==> src/rtl/multicycle_ctrl.sv <==
// Main control FSM for the RV32I multi-cycle CPU.
// Sequences the shared datapath (PC, IR, register file, immediate generator, ALU, ALU-out
// register, unified memory port) through FETCH, DECODE, EXEC, MEM and WB, and traps on
// illegal opcodes.
//
// Ports:
//   clk, rst            clock (rising edge), asynchronous active-high reset
//   opcode/funct3/funct7_5  instruction fields from IR
//   br_taken            branch comparator result
//   mem_ready           memory completes the current request this cycle
//   mem_req/mem_we/addr_sel  memory request, store qualifier, address select (PC/alu_out)
//   ir_we/pc_we/pc_sel  IR load, PC update and PC source
//   reg_we/wb_sel       register write and writeback source
//   alu_a_sel/alu_b_sel/alu_op  ALU operand selects and operation
//   imm_type            immediate format
//   retire              one-cycle pulse on instruction completion
//   illegal             sticky trap flag
//   state               current state, for debug
module multicycle_ctrl #(
  parameter logic [2:0] RESET_STATE = 3'd0
) (
  input  logic       clk,
  input  logic       rst,
  input  logic [6:0] opcode,
  input  logic [2:0] funct3,
  input  logic       funct7_5,
  input  logic       br_taken,
  input  logic       mem_ready,
  output logic       mem_req,
  output logic       mem_we,
  output logic       addr_sel,
  output logic       ir_we,
  output logic       pc_we,
  output logic [1:0] pc_sel,
  output logic       reg_we,
  output logic [1:0] wb_sel,
  output logic [1:0] alu_a_sel,
  output logic       alu_b_sel,
  output logic [3:0] alu_op,
  output logic [2:0] imm_type,
  output logic       retire,
  output logic       illegal,
  output logic [2:0] state
);

  typedef enum logic [2:0] {
    StFetch  = 3'd0,
    StDecode = 3'd1,
    StExec   = 3'd2,
    StMem    = 3'd3,
    StWb     = 3'd4,
    StTrap   = 3'd5
  } state_e;

  localparam logic [6:0] OpcOp     = 7'b0110011;
  localparam logic [6:0] OpcOpImm  = 7'b0010011;
  localparam logic [6:0] OpcLoad   = 7'b0000011;
  localparam logic [6:0] OpcStore  = 7'b0100011;
  localparam logic [6:0] OpcBranch = 7'b1100011;
  localparam logic [6:0] OpcJalr   = 7'b1100111;
  localparam logic [6:0] OpcLui    = 7'b0110111;
  localparam logic [6:0] OpcAuipc  = 7'b0010111;
  localparam logic [6:0] OpcJal    = 7'b1101111;

  localparam logic [3:0] AluAdd  = 4'd0;
  localparam logic [3:0] AluSub  = 4'd1;
  localparam logic [3:0] AluSll  = 4'd2;
  localparam logic [3:0] AluSlt  = 4'd3;
  localparam logic [3:0] AluSltu = 4'd4;
  localparam logic [3:0] AluXor  = 4'd5;
  localparam logic [3:0] AluSrl  = 4'd6;
  localparam logic [3:0] AluSra  = 4'd7;
  localparam logic [3:0] AluOr   = 4'd8;
  localparam logic [3:0] AluAnd  = 4'd9;

  localparam logic [2:0] ImmI     = 3'd0;
  localparam logic [2:0] ImmS     = 3'd1;
  localparam logic [2:0] ImmB     = 3'd2;
  localparam logic [2:0] ImmU     = 3'd3;
  localparam logic [2:0] ImmJ     = 3'd4;
  localparam logic [2:0] ImmShamt = 3'd5;

  state_e state_q, state_d;

  logic is_op, is_op_imm, is_load, is_store, is_branch, is_jalr, is_lui, is_auipc, is_jal;
  logic [3:0] alu_fn;

  assign is_op     = (opcode == OpcOp);
  assign is_op_imm = (opcode == OpcOpImm);
  assign is_load   = (opcode == OpcLoad);
  assign is_store  = (opcode == OpcStore);
  assign is_branch = (opcode == OpcBranch);
  assign is_jalr   = (opcode == OpcJalr);
  assign is_lui    = (opcode == OpcLui);
  assign is_auipc  = (opcode == OpcAuipc);
  assign is_jal    = (opcode == OpcJal);

  // funct3 -> ALU op; funct7_5 picks SUB only for register-register, SRA for both shifts.
  always_comb begin
    alu_fn = AluAdd;
    case (funct3)
      3'd0:    alu_fn = (is_op && funct7_5) ? AluSub : AluAdd;
      3'd1:    alu_fn = AluSll;
      3'd2:    alu_fn = AluSlt;
      3'd3:    alu_fn = AluSltu;
      3'd4:    alu_fn = AluXor;
      3'd5:    alu_fn = funct7_5 ? AluSra : AluSrl;
      3'd6:    alu_fn = AluOr;
      default: alu_fn = AluAnd;
    endcase
  end

  always_comb begin
    state_d   = state_q;
    mem_req   = 1'b0;
    mem_we    = 1'b0;
    addr_sel  = 1'b0;
    ir_we     = 1'b0;
    pc_we     = 1'b0;
    pc_sel    = 2'd0;
    reg_we    = 1'b0;
    wb_sel    = 2'd0;
    alu_a_sel = 2'd0;
    alu_b_sel = 1'b0;
    alu_op    = AluAdd;
    imm_type  = ImmI;
    retire    = 1'b0;
    illegal   = 1'b0;

    case (state_q)
      StFetch: begin
        mem_req = 1'b1;
        if (mem_ready) begin
          ir_we   = 1'b1;
          state_d = StDecode;
        end
      end
      StDecode: begin
        // Speculative PC+imm into alu_out: branch/JAL target.
        alu_a_sel = 2'd1;
        alu_b_sel = 1'b1;
        if (is_store)                imm_type = ImmS;
        else if (is_branch)          imm_type = ImmB;
        else if (is_lui || is_auipc) imm_type = ImmU;
        else if (is_jal)             imm_type = ImmJ;
        if (is_jal) begin
          state_d = StWb;
        end else if (is_op || is_op_imm || is_load || is_store || is_branch || is_jalr ||
                     is_lui || is_auipc) begin
          state_d = StExec;
        end else begin
          state_d = StTrap;
        end
      end
      StExec: begin
        state_d = StWb;
        if (is_op) begin
          alu_op = alu_fn;
        end else if (is_op_imm) begin
          alu_b_sel = 1'b1;
          alu_op    = alu_fn;
          imm_type  = (funct3 == 3'd1 || funct3 == 3'd5) ? ImmShamt : ImmI;
        end else if (is_load || is_jalr) begin
          alu_b_sel = 1'b1;
          state_d   = is_load ? StMem : StWb;
        end else if (is_store) begin
          alu_b_sel = 1'b1;
          imm_type  = ImmS;
          state_d   = StMem;
        end else if (is_lui || is_auipc) begin
          alu_a_sel = is_lui ? 2'd2 : 2'd1;
          alu_b_sel = 1'b1;
          imm_type  = ImmU;
        end else if (is_branch) begin
          pc_we   = 1'b1;
          pc_sel  = br_taken ? 2'd1 : 2'd0;
          retire  = 1'b1;
          state_d = StFetch;
        end else begin
          state_d = StTrap;
        end
      end
      StMem: begin
        mem_req  = 1'b1;
        addr_sel = 1'b1;
        mem_we   = is_store;
        if (mem_ready) begin
          if (is_store) begin
            pc_we   = 1'b1;
            retire  = 1'b1;
            state_d = StFetch;
          end else begin
            state_d = StWb;
          end
        end
      end
      StWb: begin
        reg_we  = 1'b1;
        pc_we   = 1'b1;
        retire  = 1'b1;
        state_d = StFetch;
        if (is_load)              wb_sel = 2'd1;
        else if (is_jal || is_jalr) wb_sel = 2'd2;
        if (is_jal)               pc_sel = 2'd1;
        else if (is_jalr)         pc_sel = 2'd2;
      end
      StTrap: begin
        illegal = 1'b1;
      end
      default: begin
        // Unused encodings are treated as corruption and trapped.
        state_d = StTrap;
      end
    endcase

    // Reset kills every enable combinationally, aborting any in-flight instruction.
    if (rst) begin
      mem_req   = 1'b0;
      mem_we    = 1'b0;
      addr_sel  = 1'b0;
      ir_we     = 1'b0;
      pc_we     = 1'b0;
      pc_sel    = 2'd0;
      reg_we    = 1'b0;
      wb_sel    = 2'd0;
      alu_a_sel = 2'd0;
      alu_b_sel = 1'b0;
      alu_op    = AluAdd;
      imm_type  = ImmI;
      retire    = 1'b0;
      illegal   = 1'b0;
    end
  end

  always_ff @(posedge clk or posedge rst) begin
    if (rst) begin
      state_q <= state_e'(RESET_STATE);
    end else begin
      state_q <= state_d;
    end
  end

  assign state = rst ? 3'd0 : state_q;

endmodule

==> config.mk <==
export PLATFORM = sky130hd
export DESIGN_NAME = multicycle_ctrl
export DESIGN_NICKNAME = d
export VERILOG_FILES = /design/src/rtl/multicycle_ctrl.sv
export SDC_FILE = /design/constraint.sdc
export NUM_CORES = 1
export LEC_CHECK = 0
export CORE_MARGIN = 2
export CORE_UTILIZATION = 30
export DETAILED_ROUTE_END_ITERATION = 12
export GPL_TIMING_DRIVEN = 0
export SETUP_SLACK_MARGIN = 0.3
export SYNTH_ARGS = -nofsm -noshare
export SYNTH_HDL_FRONTEND = slang
export SYNTH_SLANG_ARGS = --single-unit
export TNS_END_PERCENT = 30
==> constraint.sdc <==
create_clock -name clk -period 2.3 [get_ports clk]
set_input_delay 0.46 -clock clk [delete_from_list [all_inputs] [get_ports clk]]
set_output_delay 0.46 -clock clk [all_outputs]
set_load 0.01 [all_outputs]
# Yosys cells after proc, flatten, opt, wreduce, memory -nomap -nowiden
# Cells that the tools add are included.
# word_totals
register_bits	3
latch_bits	0
ramBits	0
romBits	0
in_bits	15
word_cells	126
mem_count	0
# classes
n_addsub	0
n_mul	0
n_div	0
magnitude_cmp	0
n_eq_ne	22
shifts	0
n_mux	86
n_bitwise	1
reduce_logical	16
# ops
op	n
$mux W3	21
$mux W1	37
$mux W2	17
$pmux W4 S7	1
$eq A7 B6 Y1 const B	3
$eq A7 B7 Y1 const B	3
$pmux W3 S6	1
$mux W4	4
$eq A3 B3 Y1 const B	5
$eq A7 B5 Y1 const B	2
$eq A3 B2 Y1 const B	4
$logic_or A1 B1 Y1	11
$pmux W2 S2	2
$eq A7 B2 Y1 const B	1
$eq A3 B1 Y1 const B	2
$logic_not A3 Y1	2
$pmux W3 S2	1
$ne A2 B2 Y1 const B	2
$pmux W1 S3	1
$reduce_and A3 Y1	1
$pmux W1 S2	1
$reduce_or A2 Y1	1
$logic_and A1 B1 Y1	1
$not A1 Y1	1

# Longest topological paths before layout
# depth
ltp_word	11
ltp_mapped	6
mapped_depth_nobuf	4

# Worst setup path before layout
# OpenSTA, ideal clock, no wires.
# synth_path
path_type	input to output
start	input opcode[6]
end	output retire
arrival_time_ns	1.733
required_ns	1.840
path_slack_ns	0.107
path_stages	6
cell_sequence	buf_2 nor4bb_1 nand3_1 a21o_1 a21oi_1 buf_4
# synth_via
elab_chain_len	9
elab_cells_between_ends	20
cone_classes	eq/ne: 8; mux: 10; reduce/logical: 2
# synth_rtl
item	line_no	source
start: declaration	24	input logic [6:0] opcode,
$eq A7 B7 Y1 (tied with other cells)	92	assign is_branch = (opcode == OpcBranch);
$mux W1 or $logic_or A1 B1 Y1 (tied branches)	-	
$mux W1 (5 in a row)	-	
$pmux W1 S3 (*)	-	
$mux W1 (*)	-	
end: declaration	41	output logic retire,
# Mark *: on every way between the ends. The rest lies on a longest branch, timed or not.

# Worst setup path in the final report
# layout_path
start	input opcode[2]
end	output mem_we
# layout_via
elab_chain_len	3
# layout_rtl
item	line_no	source
$eq A7 B6 Y1	91	assign is_store = (opcode == OpcStore);
$mux W1	130	case (state_q)
$mux W1	217	if (rst) begin
end: declaration	30	output logic mem_we,
# No other way between the ends.

==> flow_summary.toml <==
[layout]
largest-register = "state_q"
utilization = 0.656
top_regs = "state_q x3"
antenna_cells = 0
fin_nets = 207
largest_reg_flops = 3
fillers = 214
syn_to_final_growth_pct = 105
drive_gt1_frac = 0.497

[die]
ios = 40
fp-row-count = 18
start_util = 0.320
die-area_um2 = 3090
dieWidth_um = 55.6
core_area_um2 = 2500
die_h_um = 55.6

[clocking]
numCtsBuffers = 3
clock_sinks = 3
root_buffer = "clkbuf_4"
cts.clk_slew.worst_paths_ns = 0.04
clk_path_buf_depth = 2
worstSkewPairLatency_ns = 0.23
h-tree-depth = 1
cts_tree = "built"

[worst_setup_path]
max_stage_delay_ns = 0.33
worstSetupStartpointType = "input pin"
rr_worst_depth = 5
setup.worst_path.end = "mem_we"
slowest_stage = "nor4_1"
cp.required_ns = 1.84
timing.rr.start = "state_q[0]"
arrival_ns = 1.78
reg2reg_slack_ns = 0.80
worstSetupEndpointType = "output pin"
crit_start = "opcode[2]"
cp_max_fo = 3
path_cells = "buf_6, buf_4, nand4bb_4, nand2b_1, nor4_1, dlygate4sd2_1"
reg2reg_to = "state_q[2]"
critPathKind = "in2out"

[drt]
dr.first_iter.drc_count = 24
drt_wl_total_mm = 3.36
ant_nets = 0
firstDrtPassIters = 4
drc = 0
vias_per_cell = 5.33
vias = 1178
wl_per_cell_um = 15.2

[timing]
hold_slack_ns = 0.329
post-route-min-period_ns = 2.24
hold_viol = 0
slew_violations = 0
relSlewSlack = 0.743
rsz0062_at_grt = "yes"
setup_viol = 0
tightest_slew_ns = 0.384
timing.final.crit_share = 0.973
fmax_ghz = 0.447
finalClockSkew_ns = 0.00299

[global_route]
grt_pass1_vias = 1206
grt_start_max_net_pins = 11
overflow = 0
antenna_found_initial = 0
grt_pass1_wl_mm = 5.35
grt_use_total = 0.208

[yosys]
syn-num-nets = 139
yosysWarnings = 0
ys_seq_area_frac = 0.0939
syn_inst = 124
synth_top_area_cell = "dfrtp_1"
synth.area.top_cells = "dfrtp_1 9.4%, nand2b_1 6.3%, nor3_1 6.3%"
ys.flop_type = "dfrtp_1"
synth-edff-count = 0
ys_ff_latch = 3
syn-cell-area_um2 = 800
synthDistinctLibCells = 41
async_reset_ff_frac = 1.00
synth_top_area_frac = 0.0939
synth.avg_cell_area_um2 = 6.45

[placed_design]
dp_hpwl_mm = 2.28
gp_congestion = 0.817
port_buffers = 39

[worst_hold_path]
hp-class = "in2async"

[power_and_ir_drop]
p_per_area_nw_per_um2 = 175
leakage_nw = 0.746
irDropWorstVdd_v = 0.000240

[status]
status = "completed"

[run]
cap_viol_max_count = 0
[cells in the final DEF (no fill, tap or decap), drive strengths merged, types with 2 or more instances in the layout]
cell and instances:
and4 2, nor4 2, a211oi 3, nor3b 3, nand2b 8, buf 51, nor3 10, dlygate4sd2 10
nor2b 7, a21oi 8, nand3 5, o21a 2, o21ai 5, inv 7, nand2 10, clkbuf 9
clkdlybuf4s50 8, dfrtp 3, and3b 3, nor4b 2, nor2 12
[how the worst min path moves through the flow]
stage | slack (ns) | cells after the start | from | to
after global placement | 0.77 | 2 | rst | state_q[1]
after global routing | 0.33 | 2 | rst | state_q[1]
final | 0.33 | 2 | rst | state_q[1]
after CTS | 0.32 | 2 | rst | state_q[1]
after detailed placement | 0.76 | 2 | rst | state_q[1]
after floorplan | 0.22 | 1 | rst | state_q[0]
[power by group]
group / internal, mW / total, mW / switching (mW)
sequential: 0.0531 / 0.0531 / 0.0000177
combinational: 0.0754 / 0.142 / 0.0665
clock: 0.0650 / 0.0921 / 0.0271
total: 0.194 / 0.287 / 0.0936
[critical path, delay by kind of cell]
family / cells / cell delay, ns
and+or+nand+nor: 3 / 0.79
buffers and inverters: 3 / 0.52
[cell usage after synthesis (2+ instances only)]
library cell,number
nor2_1,12
nor3b_1,3
nand2b_1,8
and4_1,2
buf_2,3
o21ai_0,5
inv_1,7
dfrtp_1,3
nor4b_1,2
nor2b_1,7
and3b_1,3
nor3_1,10
clkbuf_1,6
a21oi_1,8
o21a_1,2
buf_4,2
nand2_1,10
nand3_1,5
nor4_1,2
a211oi_1,3
[metrics by stage]
stage | cell area (um2) | power, mW | setup TNS (ns) | setup slack, ns | cells
2_1_floorplan | 826 | 0.101 | 0 | 0.278 | 124
3_3_place_gp | 1250 | 0.146 | -10.58 | -0.798 | 193
3_5_place_dp | 1250 | 0.147 | -10.81 | -0.789 | 193
4_1_cts | 1540 | 0.283 | 0 | 0.0494 | 216
5_1_grt | 1640 | 0.303 | -0.00804 | -0.00804 | 221
6_report | 1640 | 0.287 | 0 | 0.0615 | 221
[area by class of cell]
cell class	instances	area, um2	area share
Sequential cell	3	77.6	0.0473
Tap cell	30	37.5	0.0229
Timing Repair Buffer	63	524	0.320
Buffer	11	105	0.0641
Inverter	7	26.3	0.0160
Clock buffer	4	26.3	0.0160
Multi-Input combinational cell	103	843	0.514
[what timing repair did]
item | in CTS | in global routing
setup buffers | 19 | 5
resized for setup | 138 | 28
hold buffers | 0 | 0
pin swaps | 21 | 12
setup endpoints to repair | 26 | 25
[logic make-up after synthesis]
group,count (synthesis),synth area share
AOI/OAI and AO/OA,31,0.285
and+or+nand+nor,72,0.523
DFF,3,0.0939
buffers and inverters,18,0.0986
[routing by layer]
metal,global-route usage,wire [um],up-vias
met1,0.257,1470,546
met5,0,0,-
li1,-,-,588
met4,0.0209,0,0
met2,0.388,1730,44
met3,0.0326,158,0
No activity file was read; power rests on OpenSTA's default activity.
